`config.mk`:
```
export PLATFORM = sky130hd
export DESIGN_NAME = flash_cmd_ctrl
export DESIGN_NICKNAME = d
export VERILOG_FILES = /design/src/rtl/flash_cmd_pkg.sv /design/src/rtl/flash_erase_seq.sv /design/src/rtl/flash_cmd_ctrl.sv
export SDC_FILE = /design/constraint.sdc
export NUM_CORES = 1
export LEC_CHECK = 0
export BUFFER_PORTS_ARGS = -buffer_cell sky130_fd_sc_hd__buf_2
export CELL_PAD_IN_SITES_DETAIL_PLACEMENT = 1
export CELL_PAD_IN_SITES_GLOBAL_PLACEMENT = 2
export CORE_ASPECT_RATIO = 1.2
export CORE_UTILIZATION = 39
export CTS_BUF_LIST = sky130_fd_sc_hd__clkbuf_4
export DETAILED_ROUTE_END_ITERATION = 8
export PLACE_DENSITY_LB_ADDON = 0.1
export SYNTH_ARGS = -nofsm -noshare
export SYNTH_HDL_FRONTEND = slang
export SYNTH_HIERARCHICAL = 1
export SYNTH_SLANG_ARGS = --single-unit
```
`constraint.sdc`:
```
create_clock -name clk -period 3.1 [get_ports clk]
set_input_delay 0.775 -clock clk [delete_from_list [all_inputs] [get_ports clk]]
set_output_delay 0.775 -clock clk [all_outputs]
set_load 0.1 [all_outputs]
```
`src/rtl/flash_cmd_pkg.sv`:
```
// Shared opcodes, status bit positions and FSM state encoding for the
// serial-flash command sequencer.
package flash_cmd_pkg;

    localparam logic [7:0] OP_WREN = 8'h06;
    localparam logic [7:0] OP_WRDI = 8'h04;
    localparam logic [7:0] OP_RDSR = 8'h05;
    localparam logic [7:0] OP_READ = 8'h03;
    localparam logic [7:0] OP_PP   = 8'h02;
    localparam logic [7:0] OP_SE   = 8'h20;

    localparam int SR_WIP = 0;
    localparam int SR_WEL = 1;

    typedef enum logic [3:0] {
        ST_IDLE,
        ST_CMD,
        ST_ADDR,
        ST_RD_DATA,
        ST_PP_DATA,
        ST_RDSR,
        ST_SE_WAIT,
        ST_ERASE,
        ST_IGNORE
    } state_t;

    // Status byte as seen by RDSR; unused bits read as zero.
    function automatic logic [7:0] status_byte(input logic wel, input logic wip);
        logic [7:0] s;
        s         = 8'h00;
        s[SR_WIP] = wip;
        s[SR_WEL] = wel;
        return s;
    endfunction

endpackage

```
`src/rtl/flash_erase_seq.sv`:
```
// Sector erase engine: writes 0xFF to SECTOR_SIZE consecutive addresses,
// one per cycle, starting at the supplied sector base.
module flash_erase_seq
#(
    parameter int ADDR_W      = 16,
    parameter int SECTOR_SIZE = 4096
) (
    input  logic              clk,
    input  logic              rst,
    input  logic              start,
    input  logic [ADDR_W-1:0] base,
    output logic [ADDR_W-1:0] addr,
    output logic              we,
    output logic              done
);

    localparam int CNT_W = $clog2(SECTOR_SIZE) + 1;

    logic [CNT_W-1:0] cnt;

    // Last write cycle of the sweep; lets the owner retire WEL on the same edge WIP drops.
    assign done = we && (cnt == '0);

    // Down-counter sweep: we stays high while counting down to terminal count.
    always_ff @(posedge clk or posedge rst) begin
        if (rst) begin
            addr <= '0;
            we   <= 1'b0;
            cnt  <= '0;
        end else if (start) begin
            addr <= base;
            we   <= 1'b1;
            cnt  <= CNT_W'(SECTOR_SIZE - 1);
        end else if (we) begin
            if (cnt == '0) begin
                we <= 1'b0;
            end else begin
                addr <= addr + 1'b1;
                cnt  <= cnt - 1'b1;
            end
        end
    end

endmodule

```
`src/rtl/flash_cmd_ctrl.sv`:
```
// Serial-flash command sequencer: decodes opcodes from the SPI byte stream,
// drives array reads/program writes, launches sector erases and keeps WIP/WEL.
//
// state      | meaning
// -----------+-----------------------------------------------------------
// ST_IDLE    | deselected, waiting for S to fall
// ST_CMD     | selected, next byte is the opcode
// ST_ADDR    | collecting the 3 address bytes (MSB first)
// ST_RD_DATA | READ streaming; every byte prefetches the next address
// ST_PP_DATA | page program; each byte is a read-AND-write inside the page
// ST_RDSR    | Q tracks the live status byte
// ST_SE_WAIT | SE address received, erase starts on S rise if WEL=1
// ST_ERASE   | erase running with host deselected
// ST_IGNORE  | rest of the command is discarded until S rises
module flash_cmd_ctrl
    import flash_cmd_pkg::*;
#(
    parameter int ADDR_W      = 16,
    parameter int PAGE_SIZE   = 256,
    parameter int SECTOR_SIZE = 4096
) (
    input  logic              clk,
    input  logic              RESET,
    input  logic [7:0]        D,
    input  logic              DATA_DONE,
    input  logic              S,
    output logic [7:0]        Q,
    output logic [ADDR_W-1:0] mem_addr,
    output logic              mem_re,
    output logic              mem_we,
    output logic [7:0]        mem_wdata,
    input  logic [7:0]        mem_rdata,
    output logic              busy
);

    localparam int PAGE_BITS = $clog2(PAGE_SIZE);
    localparam int SEC_BITS  = $clog2(SECTOR_SIZE);

    state_t            state;
    logic              s_q;
    logic              wel;
    logic [7:0]        op_q;
    logic [1:0]        addr_cnt;
    logic [ADDR_W-1:0] addr_q;
    logic [ADDR_W-1:0] fsm_addr;
    logic              fsm_re;
    logic              fsm_we;
    logic              rd_p;
    logic              rd_v;
    logic              pp_ph;
    logic              pp_pend;
    logic [7:0]        pp_d;
    logic [7:0]        pp_pend_d;

    logic [ADDR_W-1:0] er_addr;
    logic [ADDR_W-1:0] er_base;
    logic              er_we;
    logic              er_done;
    logic              er_start;
    logic              s_fall;
    logic              s_rise;
    logic              wip;
    logic [ADDR_W-1:0] page_next;

    assign s_fall    = s_q & ~S;
    assign s_rise    = ~s_q & S;
    assign wip       = er_we;
    assign er_base   = {addr_q[ADDR_W-1:SEC_BITS], {SEC_BITS{1'b0}}};
    assign er_start  = (state == ST_SE_WAIT) && s_rise && wel;
    assign page_next = {addr_q[ADDR_W-1:PAGE_BITS], addr_q[PAGE_BITS-1:0] + PAGE_BITS'(1)};

    flash_erase_seq #(
        .ADDR_W      (ADDR_W),
        .SECTOR_SIZE (SECTOR_SIZE)
    ) u_erase (
        .clk   (clk),
        .rst   (RESET),
        .start (er_start),
        .base  (er_base),
        .addr  (er_addr),
        .we    (er_we),
        .done  (er_done)
    );

    // The erase engine owns the array port while it runs; PP write data is the
    // old byte (valid the cycle after mem_re) ANDed with the received byte.
    assign mem_addr  = er_we ? er_addr : fsm_addr;
    assign mem_re    = fsm_re;
    assign mem_we    = er_we | fsm_we;
    assign mem_wdata = er_we ? 8'hFF : (fsm_we ? (mem_rdata & pp_d) : 8'h00);
    assign busy      = er_we;

    // Command FSM with registered array strobes, Q and status.
    always_ff @(posedge clk or posedge RESET) begin
        if (RESET) begin
            state     <= ST_IDLE;
            s_q       <= 1'b1;
            wel       <= 1'b0;
            op_q      <= 8'h00;
            addr_cnt  <= 2'd0;
            addr_q    <= '0;
            fsm_addr  <= '0;
            fsm_re    <= 1'b0;
            fsm_we    <= 1'b0;
            rd_p      <= 1'b0;
            rd_v      <= 1'b0;
            pp_ph     <= 1'b0;
            pp_pend   <= 1'b0;
            pp_d      <= 8'h00;
            pp_pend_d <= 8'h00;
            Q         <= 8'h00;
        end else begin
            s_q    <= S;
            fsm_re <= 1'b0;
            fsm_we <= 1'b0;
            rd_p   <= 1'b0;
            rd_v   <= rd_p;
            if (rd_v) begin
                Q <= mem_rdata;
            end
            // Second half of a PP read-modify-write completes even if S has risen.
            if (pp_ph) begin
                fsm_we <= 1'b1;
                pp_ph  <= 1'b0;
                addr_q <= page_next;
            end
            if (er_done) begin
                wel <= 1'b0;
            end
            case (state)
                ST_IDLE: begin
                    if (s_fall) begin
                        state <= ST_CMD;
                        op_q  <= 8'h00;
                        Q     <= 8'h00;
                    end
                end
                ST_ERASE: begin
                    if (er_done) begin
                        state <= ST_IDLE;
                    end else if (s_fall) begin
                        state <= ST_CMD;
                        op_q  <= 8'h00;
                        Q     <= 8'h00;
                    end
                end
                default: begin
                    if (s_rise) begin
                        pp_pend <= 1'b0;
                        if (er_start) begin
                            state <= ST_ERASE;
                        end else begin
                            state <= ST_IDLE;
                            case (op_q)
                                OP_WREN:              wel <= 1'b1;
                                OP_WRDI, OP_PP, OP_SE: wel <= 1'b0;
                                default: ;
                            endcase
                        end
                    end else begin
                        case (state)
                            ST_CMD: begin
                                if (DATA_DONE) begin
                                    op_q <= D;
                                    if (wip && (D != OP_RDSR)) begin
                                        op_q  <= 8'h00;
                                        state <= ST_IGNORE;
                                    end else begin
                                        case (D)
                                            OP_RDSR: begin
                                                state <= ST_RDSR;
                                                Q     <= status_byte(wel, wip);
                                            end
                                            OP_READ, OP_PP, OP_SE: begin
                                                addr_cnt <= 2'd0;
                                                state    <= ST_ADDR;
                                            end
                                            default: state <= ST_IGNORE;
                                        endcase
                                    end
                                end
                            end
                            ST_ADDR: begin
                                if (DATA_DONE) begin
                                    addr_q   <= {addr_q[ADDR_W-9:0], D};
                                    addr_cnt <= addr_cnt + 2'd1;
                                    if (addr_cnt == 2'd2) begin
                                        if (op_q == OP_READ) begin
                                            fsm_addr <= {addr_q[ADDR_W-9:0], D};
                                            fsm_re   <= 1'b1;
                                            rd_p     <= 1'b1;
                                            state    <= ST_RD_DATA;
                                        end else if (op_q == OP_PP) begin
                                            state <= ST_PP_DATA;
                                        end else begin
                                            state <= ST_SE_WAIT;
                                        end
                                    end
                                end
                            end
                            ST_RD_DATA: begin
                                if (DATA_DONE) begin
                                    addr_q   <= addr_q + 1'b1;
                                    fsm_addr <= addr_q + 1'b1;
                                    fsm_re   <= 1'b1;
                                    rd_p     <= 1'b1;
                                end
                            end
                            ST_PP_DATA: begin
                                if (wel) begin
                                    if (!pp_ph && (DATA_DONE || pp_pend)) begin
                                        fsm_addr <= addr_q;
                                        fsm_re   <= 1'b1;
                                        pp_ph    <= 1'b1;
                                        pp_d     <= pp_pend ? pp_pend_d : D;
                                        if (pp_pend && DATA_DONE) begin
                                            pp_pend_d <= D;
                                        end else begin
                                            pp_pend <= 1'b0;
                                        end
                                    end else if (DATA_DONE) begin
                                        pp_pend   <= 1'b1;
                                        pp_pend_d <= D;
                                    end
                                end
                            end
                            ST_RDSR: begin
                                Q <= status_byte(wel, wip);
                            end
                            default: ;
                        endcase
                    end
                end
            endcase
        end
    end

endmodule

```
Word level (Yosys, flattened, before mapping)
Index checks and enable logic that the tools add are counted.
Storage, ports and cells
  flip-flop bits (word level): 108
  logic and storage cells: 188
Operators by class
  reduce and logical (&&, ||, !) cells: 31
  add/sub/neg operators: 5
  bitwise gates (word level): 8
  eq/ne operators: 35
  multiplexer cells: 90
Operators by type and width (count)
  $mux W16: 14
  $mux W8: 20
  $pmux W16 S3: 1
  $pmux W8 S2: 3
  $mux W13: 3
  $add A16 B1 Y16 const B: 2
  $eq A8 B2 Y1 const B: 4
  $pmux W16 S2: 1
  $mux W4: 7
  $mux W1: 27
  $eq A8 B3 Y1 const B: 3
  $pmux W4 S2: 3
  $ne A2 B2 Y1 const B: 11
  $eq A4 B3 Y1 const B: 4
  $eq A8 B6 Y1 const B: 2
  $ne A5 B5 Y1 const B: 3
  $logic_not A13 Y1: 1
  $sub A13 B1 Y13 const B: 1
  $reduce_bool A3 Y1: 4
  $mux W2: 5
  $reduce_and A5 Y1: 2
  $reduce_bool A2 Y1: 5
  $reduce_and A9 Y1: 1
  $add A8 B1 Y8 const B: 1
  27 further kinds: 41

Logic depth before layout (Yosys ltp)
Gate-level depths: netlist of run 1.
  depth after elaboration: 8
  depth in mapped cells: 10
  depth with buffers taken out: 9

By module
The synthesis of run 1 kept the hierarchy.
Modules (own cells, without submodules)
  flash_cmd_ctrl: sequential area each 1953.1 um^2, area each 4783.3 um^2, times used 1, cells each 515
  flash_erase_seq: sequential area each 750.7 um^2, area each 1749.2 um^2, times used 1, cells each 195

Worst setup path after synthesis of run 1
Ideal clock, no wire load.
  kind: reg-to-output
  from: register u_erase.we
  to: output port mem_addr[15]
  arrival time: 3.501 ns
  path slack: -1.176 ns
  data required time: 2.325 ns
  stages on the path, launching flop included: 4
  cell sequence: dfrtp_1 -> clkbuf_1 -> clkbuf_1 -> o21ai_0
On the way
  word-level cells in the longest chain between the ends: 1
Ends and longest elaborated chain
  start: declaration: RTL line flash_erase_seq.sv:13  | output logic we,
  start signal: assignment: RTL line flash_erase_seq.sv:28  | we <= 1'b0;
  start signal: assignment: RTL line flash_erase_seq.sv:32  | we <= 1'b1;
  start signal: assignment: RTL line flash_erase_seq.sv:36  | we <= 1'b0;
  $mux W16: RTL line flash_cmd_ctrl.sv:87  | assign mem_addr = er_we ? er_addr : fsm_addr;
  end: declaration: RTL line flash_cmd_ctrl.sv:28  | output logic [ADDR_W-1:0] mem_addr,
Every way passes these cells.

Final worst setup path of run 1
  from: register u_erase.cnt[9]
  to: register state[0]
On the way
  word-level cells in the longest chain between the ends: 4
Ends and longest elaborated chain
  start: declaration: RTL line flash_erase_seq.sv:19  | logic [CNT_W-1:0] cnt;
  start signal: assignment: RTL line flash_erase_seq.sv:33  | cnt <= CNT_W'(SECTOR_SIZE - 1);
  start signal: assignment: RTL line flash_erase_seq.sv:39  | cnt <= cnt - 1'b1;
  $logic_not A13 Y1: RTL line flash_erase_seq.sv:22  | assign done = we && (cnt == '0);
  $logic_and A1 B1 Y1: RTL line flash_erase_seq.sv:22
  via er_done: RTL line flash_cmd_ctrl.sv:58  | logic er_done;
  $mux W4: RTL line flash_cmd_ctrl.sv:139  | if (er_done) begin
  $pmux W4 S2: RTL line flash_cmd_ctrl.sv:130  | case (state)
  end signal: assignment: RTL line flash_cmd_ctrl.sv:133  | state <= ST_CMD;
  end signal: assignment: RTL line flash_cmd_ctrl.sv:140  | state <= ST_IDLE;
  end signal: assignment: RTL line flash_cmd_ctrl.sv:142  | state <= ST_CMD;
  end: declaration: RTL line flash_cmd_ctrl.sv:39  | state_t state;
The timed path passes the listed nets, and every way through them passes these cells.
A chain may end at the register's enable or synchronous reset.

==> results.sh, run 1 <==
export IMPL_run_status="complete, no violations"
export IMPL_fmax_ghz=0.3495
export IMPL_clock_path_buffers=2
export IMPL_synth_top_family_by_area="simple AND/OR/NAND/NOR gates"
export IMPL_cts_root_buffer="clkbuf_4"
export IMPL_dieArea_um2=17270
export IMPL_drive_gt1_frac=0.2078
export IMPL_core_area_um2=16340
export IMPL_hp_class="input pin to async pin"
export IMPL_synthFlopType="dfrtp_1"
export IMPL_io_buffers=54
export IMPL_numCtsBuffers=9
export IMPL_setup_worst_path_class="register to register"
export IMPL_io_pins=55
export IMPL_totalWireLength_um=19670
export IMPL_path_max_fanout=5
export IMPL_final_nets=785
export IMPL_vdd_drop_max_uv=139.2
export IMPL_whs_ns=0.3323
export IMPL_drv_cap=0
export IMPL_dr_pass1_iters=4
export IMPL_max_slew_margin_rel=0.4146
export IMPL_place_gp_congestion=0.9263
export IMPL_fin_setup_tns_ns=0
export IMPL_syn2layout_area_growth_pct=10.48
export IMPL_finalSetupViolCount=0
export IMPL_instances_no_fill=978
export IMPL_synth_fa_ha_area_frac=0.009577
export IMPL_clkSinkCount=108
export IMPL_grt_use_total=0.2401
export IMPL_drc_errors=0
export IMPL_setup_worst_path_start="u_erase/cnt[9]"
export IMPL_drt_iter0_markers=377
export IMPL_clock_latency_ns=0.51
export IMPL_cts_tree="done"
export IMPL_r2r_start="u_erase/cnt[9]"
export IMPL_antenna_found_initial=1
export IMPL_holdBufCountCts=0
export IMPL_placedCellCount=961
export IMPL_synth_cells=710
export IMPL_via_per_inst=5.859
export IMPL_p_leak_nw=3.197
export IMPL_critPathLaunchType="register"
export IMPL_grt_pass1_vias=5847
export IMPL_synth_async_sr_flop_share=1.000
export IMPL_skew_ns=0.02438
export IMPL_worstMarginPinSlew_ns=0.8559
export IMPL_wire_per_inst_um=20.12
export IMPL_syn_area_per_cell_um2=9.201
export IMPL_period_needed_ns=2.861
export IMPL_die_h_um=143.8
export IMPL_ant_nets=0
export IMPL_endpoint_kind="register"
export IMPL_setup_slack_ns=0.2391
export IMPL_ys_seq_area_frac=0.4139
export IMPL_r2r_slack_ns=0.24
export IMPL_rsz0062_at_grt="false"
export IMPL_cp_arrival_ns=3.26
export IMPL_synth_edff_count=0
export IMPL_hold_violations=0
export IMPL_synth_distinct_cells=68
export IMPL_critical_path_required_ns=3.50
export IMPL_endpoint="state[0]"
export IMPL_rows=51
export IMPL_grt_pass1_wl_um=32030
export IMPL_via_count=5730
export IMPL_synth_area_um2=6533
export IMPL_cts_resized=0
export IMPL_synth_simple_gate_area_frac=0.2138
export IMPL_place_ws_ns=0.2369
export IMPL_yosys_warnings=6
export IMPL_drv_slew=0
export IMPL_path_clk_slew_ns=0.18
export IMPL_r2r_end="state[0]"
export IMPL_post_route_period_util=0.9229
export IMPL_ff2ff_path_depth=6
export IMPL_dp_hpwl_um=14420
export IMPL_synthMuxAreaShare=0.09672
export IMPL_postCtsSetupBuffers=0
export IMPL_num_fill_cells=1936
export IMPL_synth_compound_area_frac=0.1843
export IMPL_grt_max_degree=41
export IMPL_pwr_density_cell_nw_per_um2=329.2
export IMPL_start_util=0.3999
export IMPL_synth_seq_cells=108
export IMPL_grt_overflow=0
export IMPL_htreeDepth=3
export IMPL_synth_xor_area_frac=0.02681
export IMPL_die_x_um=120.1
[critical path, stage by stage, from the launching register on]
cell	delay, ns
dfrtp_1	0.44
or4_1	0.64
or4_4	0.47
nor2_1	0.20
nand4b_1	0.17
a2111oi_0	0.18
or4b_2	0.67
[cell usage after synthesis (7+ instances only)]
| cell | instances | area share |
|---|---|---|
| a21oi_1 | 16 | 0.012 |
| a22oi_1 | 12 | 0.014 |
| a31o_2 | 9 | 0.012 |
| a31oi_1 | 16 | 0.015 |
| and4_1 | 7 | 0.0094 |
| clkbuf_1 | 37 | 0.021 |
| dfrtp_1 | 107 | 0.41 |
| inv_1 | 29 | 0.017 |
| mux2_2 | 29 | 0.050 |
| mux2_4 | 7 | 0.016 |
| mux2i_1 | 20 | 0.031 |
| nand2_1 | 59 | 0.034 |
| nand3_1 | 27 | 0.021 |
| nand4_1 | 14 | 0.013 |
| nor2_1 | 50 | 0.029 |
| nor3_1 | 11 | 0.0084 |
| nor4_1 | 10 | 0.0096 |
| o21ai_0 | 49 | 0.038 |
| o21ai_1 | 7 | 0.0054 |
| o22ai_1 | 20 | 0.019 |
| o31ai_1 | 20 | 0.023 |
| or3_1 | 19 | 0.018 |
| or4_1 | 15 | 0.017 |
| xnor2_1 | 11 | 0.015 |
| xor2_1 | 9 | 0.012 |
[flip-flops by register name (all words and copies together) (netlist names), 2 cells and up]
register,count
addr_cnt,2
pp_pend_d,8
op_q,8
addr_q,16
u_erase/cnt,13
u_erase/addr,16
state,4
pp_d,8
Q,8
fsm_addr,16
[report_power, final]
group	internal (mW)	switching [mW]	total, mW
sequential	1.43	0.0265	1.45
clock	0.186	0.516	0.702
combinational	0.0748	0.146	0.220
total	1.69	0.688	2.38
[stage by stage]
stage	utilization	area [µm²]	power, mW
after global placement	0.4343	7094	1.694
after floorplan	-	6574	1.607
final	0.4418	7217	2.375
after CTS	0.4416	7214	2.408
after global routing	0.4418	7217	2.472
after detailed placement	0.4343	7094	1.700
[cells by family (layout without fill, tap and decap cells)]
logic type	count (synthesis)	after routing
other cells	1	13
buf+inv	82	126
flops	108	108
simple gates	257	257
fa+ha+maj	5	5
xor+xnor	20	20
compound gates	181	181
mux	56	56
[cells in the final DEF, fill, tap and decap left out, drive strengths merged, types with 3 or more instances in the layout]
cell type / n
a31o: 9
a21oi: 16
a22oi: 12
clkinv: 3
nor2b: 6
mux2: 36
mux2i: 20
and4: 7
nor4: 10
nand3: 27
or2: 5
nor2: 50
o22ai: 20
nand2: 59
o31ai: 20
o21ai: 56
dfrtp: 107
conb: 12
o211ai: 6
o311ai: 3
clkbuf: 11
and2: 6
inv: 30
nor3b: 6
a221o: 6
nand4: 14
buf: 80
ha: 5
or3: 19
xor2: 9
xnor2: 11
a31oi: 16
and3: 5
nor3: 12
nand2b: 3
or4: 16
[how the worst min path moves through the flow]
stage,end,cells after the start
3_3_place_gp,rd_v,0
5_1_grt,u_erase/cnt[4],3
2_1_floorplan,rd_v,0
3_5_place_dp,rd_v,0
4_1_cts,pp_pend,2
6_report,Q[4],2
[layout make-up]
type	count	area, µm²	area share
Inverter	30	113.9	0.01578
Multi-Input combinational cell	531	3521	0.4879
Sequential cell	108	2704	0.3747
Antenna cell	1	2.502	0.0003467
Tap cell	212	265.3	0.03675
Clock inverter	5	37.54	0.005201
Clock buffer	11	82.58	0.01144
Timing Repair Buffer	80	490.5	0.06796
[metal layers]
| layer | routed length [µm] | track usage |
|---|---|---|
| met5 | 0 | 0 |
| met4 | 459 | 0.09671 |
| met3 | 618 | 0.03016 |
| met2 | 9549 | 0.4053 |
| met1 | 9046 | 0.3104 |
No activity file was read; power rests on OpenSTA's default activity.
==> inputs of run 2 (changes only) <==
--- a/config.mk
+++ b/config.mk
@@ -12,7 +12,7 @@
 export CORE_UTILIZATION = 39
 export CTS_BUF_LIST = sky130_fd_sc_hd__clkbuf_4
 export DETAILED_ROUTE_END_ITERATION = 8
-export PLACE_DENSITY_LB_ADDON = 0.1
+export PLACE_DENSITY_LB_ADDON = 0.2
 export SYNTH_ARGS = -nofsm -noshare
 export SYNTH_HDL_FRONTEND = slang
 export SYNTH_HIERARCHICAL = 1
==> constraint.sdc (replaced) <==
create_clock -name clk -period 3.1 [get_ports clk]
set_input_delay 0.775 -clock clk [delete_from_list [all_inputs] [get_ports clk]]
set_output_delay 0.775 -clock clk [all_outputs]
set_load 0.02 [all_outputs]
==> run 2 against run 1 <==
Compared with the run above: utilization grew 0.13 points; worst hold slack lost 0.0052 ns; critical path type unchanged; count of clock-buffer cells in the layout shrank 2; global-route usage shrank 0.35 points.
==> results.sh, run 2 (synthesis gave the netlist of run 1 again) <==
export IMPL_run_status="complete, no violations"
export IMPL_clkSinkCount=108
export IMPL_r2r_slack_ns=0.25
export IMPL_dieArea_um2=17270
export IMPL_r2r_start="u_erase/cnt[9]"
export IMPL_layout_common_cells="dfrtp_1, nand2_1, buf_2, nor2_1, o21ai_0"
export IMPL_io_pins=55
export IMPL_grt_overflow=0
export IMPL_cp_arrival_ns=3.23
export IMPL_antenna_found_initial=1
export IMPL_cp_depth=6
export IMPL_cts_resized=0
export IMPL_final_nets=786
export IMPL_wire_per_inst_um=19.83
export IMPL_power_frac_comb=0.092
export IMPL_die_x_um=120.1
export IMPL_switching_share=0.2956
export IMPL_critPathLaunchType="register"
export IMPL_cts_tree="done"
export IMPL_endpoint_kind="register"
export IMPL_worstMarginPinSlew_ns=0.9830
export IMPL_slowest_delay_ns=0.65
export IMPL_setup_worst_path_start="u_erase/cnt[9]"
export IMPL_slowest_stage="or4b_2"
export IMPL_critPathTopFamily="simple AND/OR/NAND/NOR gates"
export IMPL_vdd_drop_max_uv=161.8
export IMPL_holdBufCountCts=0
export IMPL_crit_buf_inv=0
export IMPL_finalSetupViolCount=0
export IMPL_grt_max_degree=42
export IMPL_drt_iter0_markers=323
export IMPL_dr_pass1_iters=4
export IMPL_core_area_um2=16340
export IMPL_start_util=0.3999
export IMPL_pwr_density_cell_nw_per_um2=331.3
export IMPL_postCtsSetupBuffers=0
export IMPL_via_per_inst=5.864
export IMPL_layout_commonest_cell="dfrtp_1"
export IMPL_hold_violations=0
export IMPL_grt_use_total=0.2366
export IMPL_clock_power_share=0.302
export IMPL_placedCellCount=962
export IMPL_rows=51
export IMPL_totalWireLength_um=19420
export IMPL_drv_slew=0
export IMPL_instances_no_fill=979
export IMPL_dp_hpwl_um=14360
export IMPL_syn2layout_area_growth_pct=10.80
export IMPL_ff2ff_path_depth=6
export IMPL_drv_cap=0
export IMPL_ant_nets=0
export IMPL_biggestRegsByFlops="addr_q: 16 flops, fsm_addr: 16 flops, u_erase/addr: 16 flops"
export IMPL_place_gp_congestion=0.9198
export IMPL_critical_path_required_ns=3.47
export IMPL_hp_class="input pin to async pin"
export IMPL_path_max_fanout=5
export IMPL_via_count=5741
export IMPL_drive_gt1_frac=0.2089
export IMPL_r2r_end="state[0]"
export IMPL_numCtsBuffers=9
export IMPL_internal_power_mw=1.689
export IMPL_grt_pass1_vias=5897
export IMPL_clock_latency_ns=0.49
export IMPL_period_needed_ns=2.852
export IMPL_p_switching_mw=0.7087
export IMPL_crit_chain="or4_1, or4_4, nor2_1, nand4b_1, a2111oi_0, or4b_2"
export IMPL_fmax_ghz=0.3506
export IMPL_htreeDepth=3
export IMPL_path_clk_slew_ns=0.19
export IMPL_grt_pass1_wl_um=31950
export IMPL_cts_root_buffer="clkbuf_4"
export IMPL_drc_errors=0
export IMPL_rsz0062_at_grt="false"
export IMPL_post_route_period_util=0.9202
export IMPL_clock_path_buffers=2
export IMPL_die_h_um=143.8
export IMPL_fin_setup_tns_ns=0
export IMPL_seq_power_share=0.606
export IMPL_max_slew_margin_rel=0.3432
export IMPL_skew_ns=0.02102
export IMPL_p_leak_nw=3.218
export IMPL_whs_ns=0.3271
export IMPL_setup_worst_path_class="register to register"
export IMPL_finalPower_mw=2.398
export IMPL_io_buffers=54
export IMPL_endpoint="state[0]"
export IMPL_post_route_util=0.4431
run 2: area by class of cell:
type	count	area [µm²]
well taps	212	265.3
inverters	30	113.9
clock inverters	7	66.31
multi-input cells	531	3521
diodes	1	2.502
repair buffers	81	498.0
fillers	1950	9097
clock buffers	9	67.56
flip-flops and latches	108	2704
run 2: worst min-delay path by stage:
stage / startpoint / endpoint / cells past startpoint
after floorplan: rd_p / rd_v / 0
after CTS: RESET / u_erase/cnt[4] / 3
final: RESET / Q[3] / 2
after detailed placement: rd_p / rd_v / 0
after global placement: rd_p / rd_v / 0
after global routing: RESET / Q[7] / 2
run 2: routing by layer:
metal  global-route usage  vias to the layer above  wire [µm]
li1                     -                     2730          -
met1               0.3137                     2899       8859
met2               0.3914                       90       9509
met3              0.03571                       22        603
met4              0.08224                        0        443
met5                    0                        -          0
run 2: power by group through the flow:
stage	clock (mW)	combinational, mW	sequential, mW
global placement	0	0.216	1.48
finish	0.724	0.220	1.45
floorplan	0	0.146	1.46
CTS	0.760	0.220	1.45
detailed placement	0	0.219	1.48
global route	0.812	0.243	1.46
run 2: through the flow:
step                      area, µm²  setup slack (ns)
after floorplan                6574            0.3012
after global placement         7102            0.2963
after detailed placement       7102            0.2934
after CTS                      7236            0.2407
after global routing           7238            0.1364
final                          7238            0.2475
run 2: worst reg2reg max path: cells and delay by family (launching register included):
family | cells | cell delay [ns]
and+or+nand+nor | 5 | 2.12
AOI/OAI and AO/OA | 1 | 0.15
DFF | 1 | 0.45
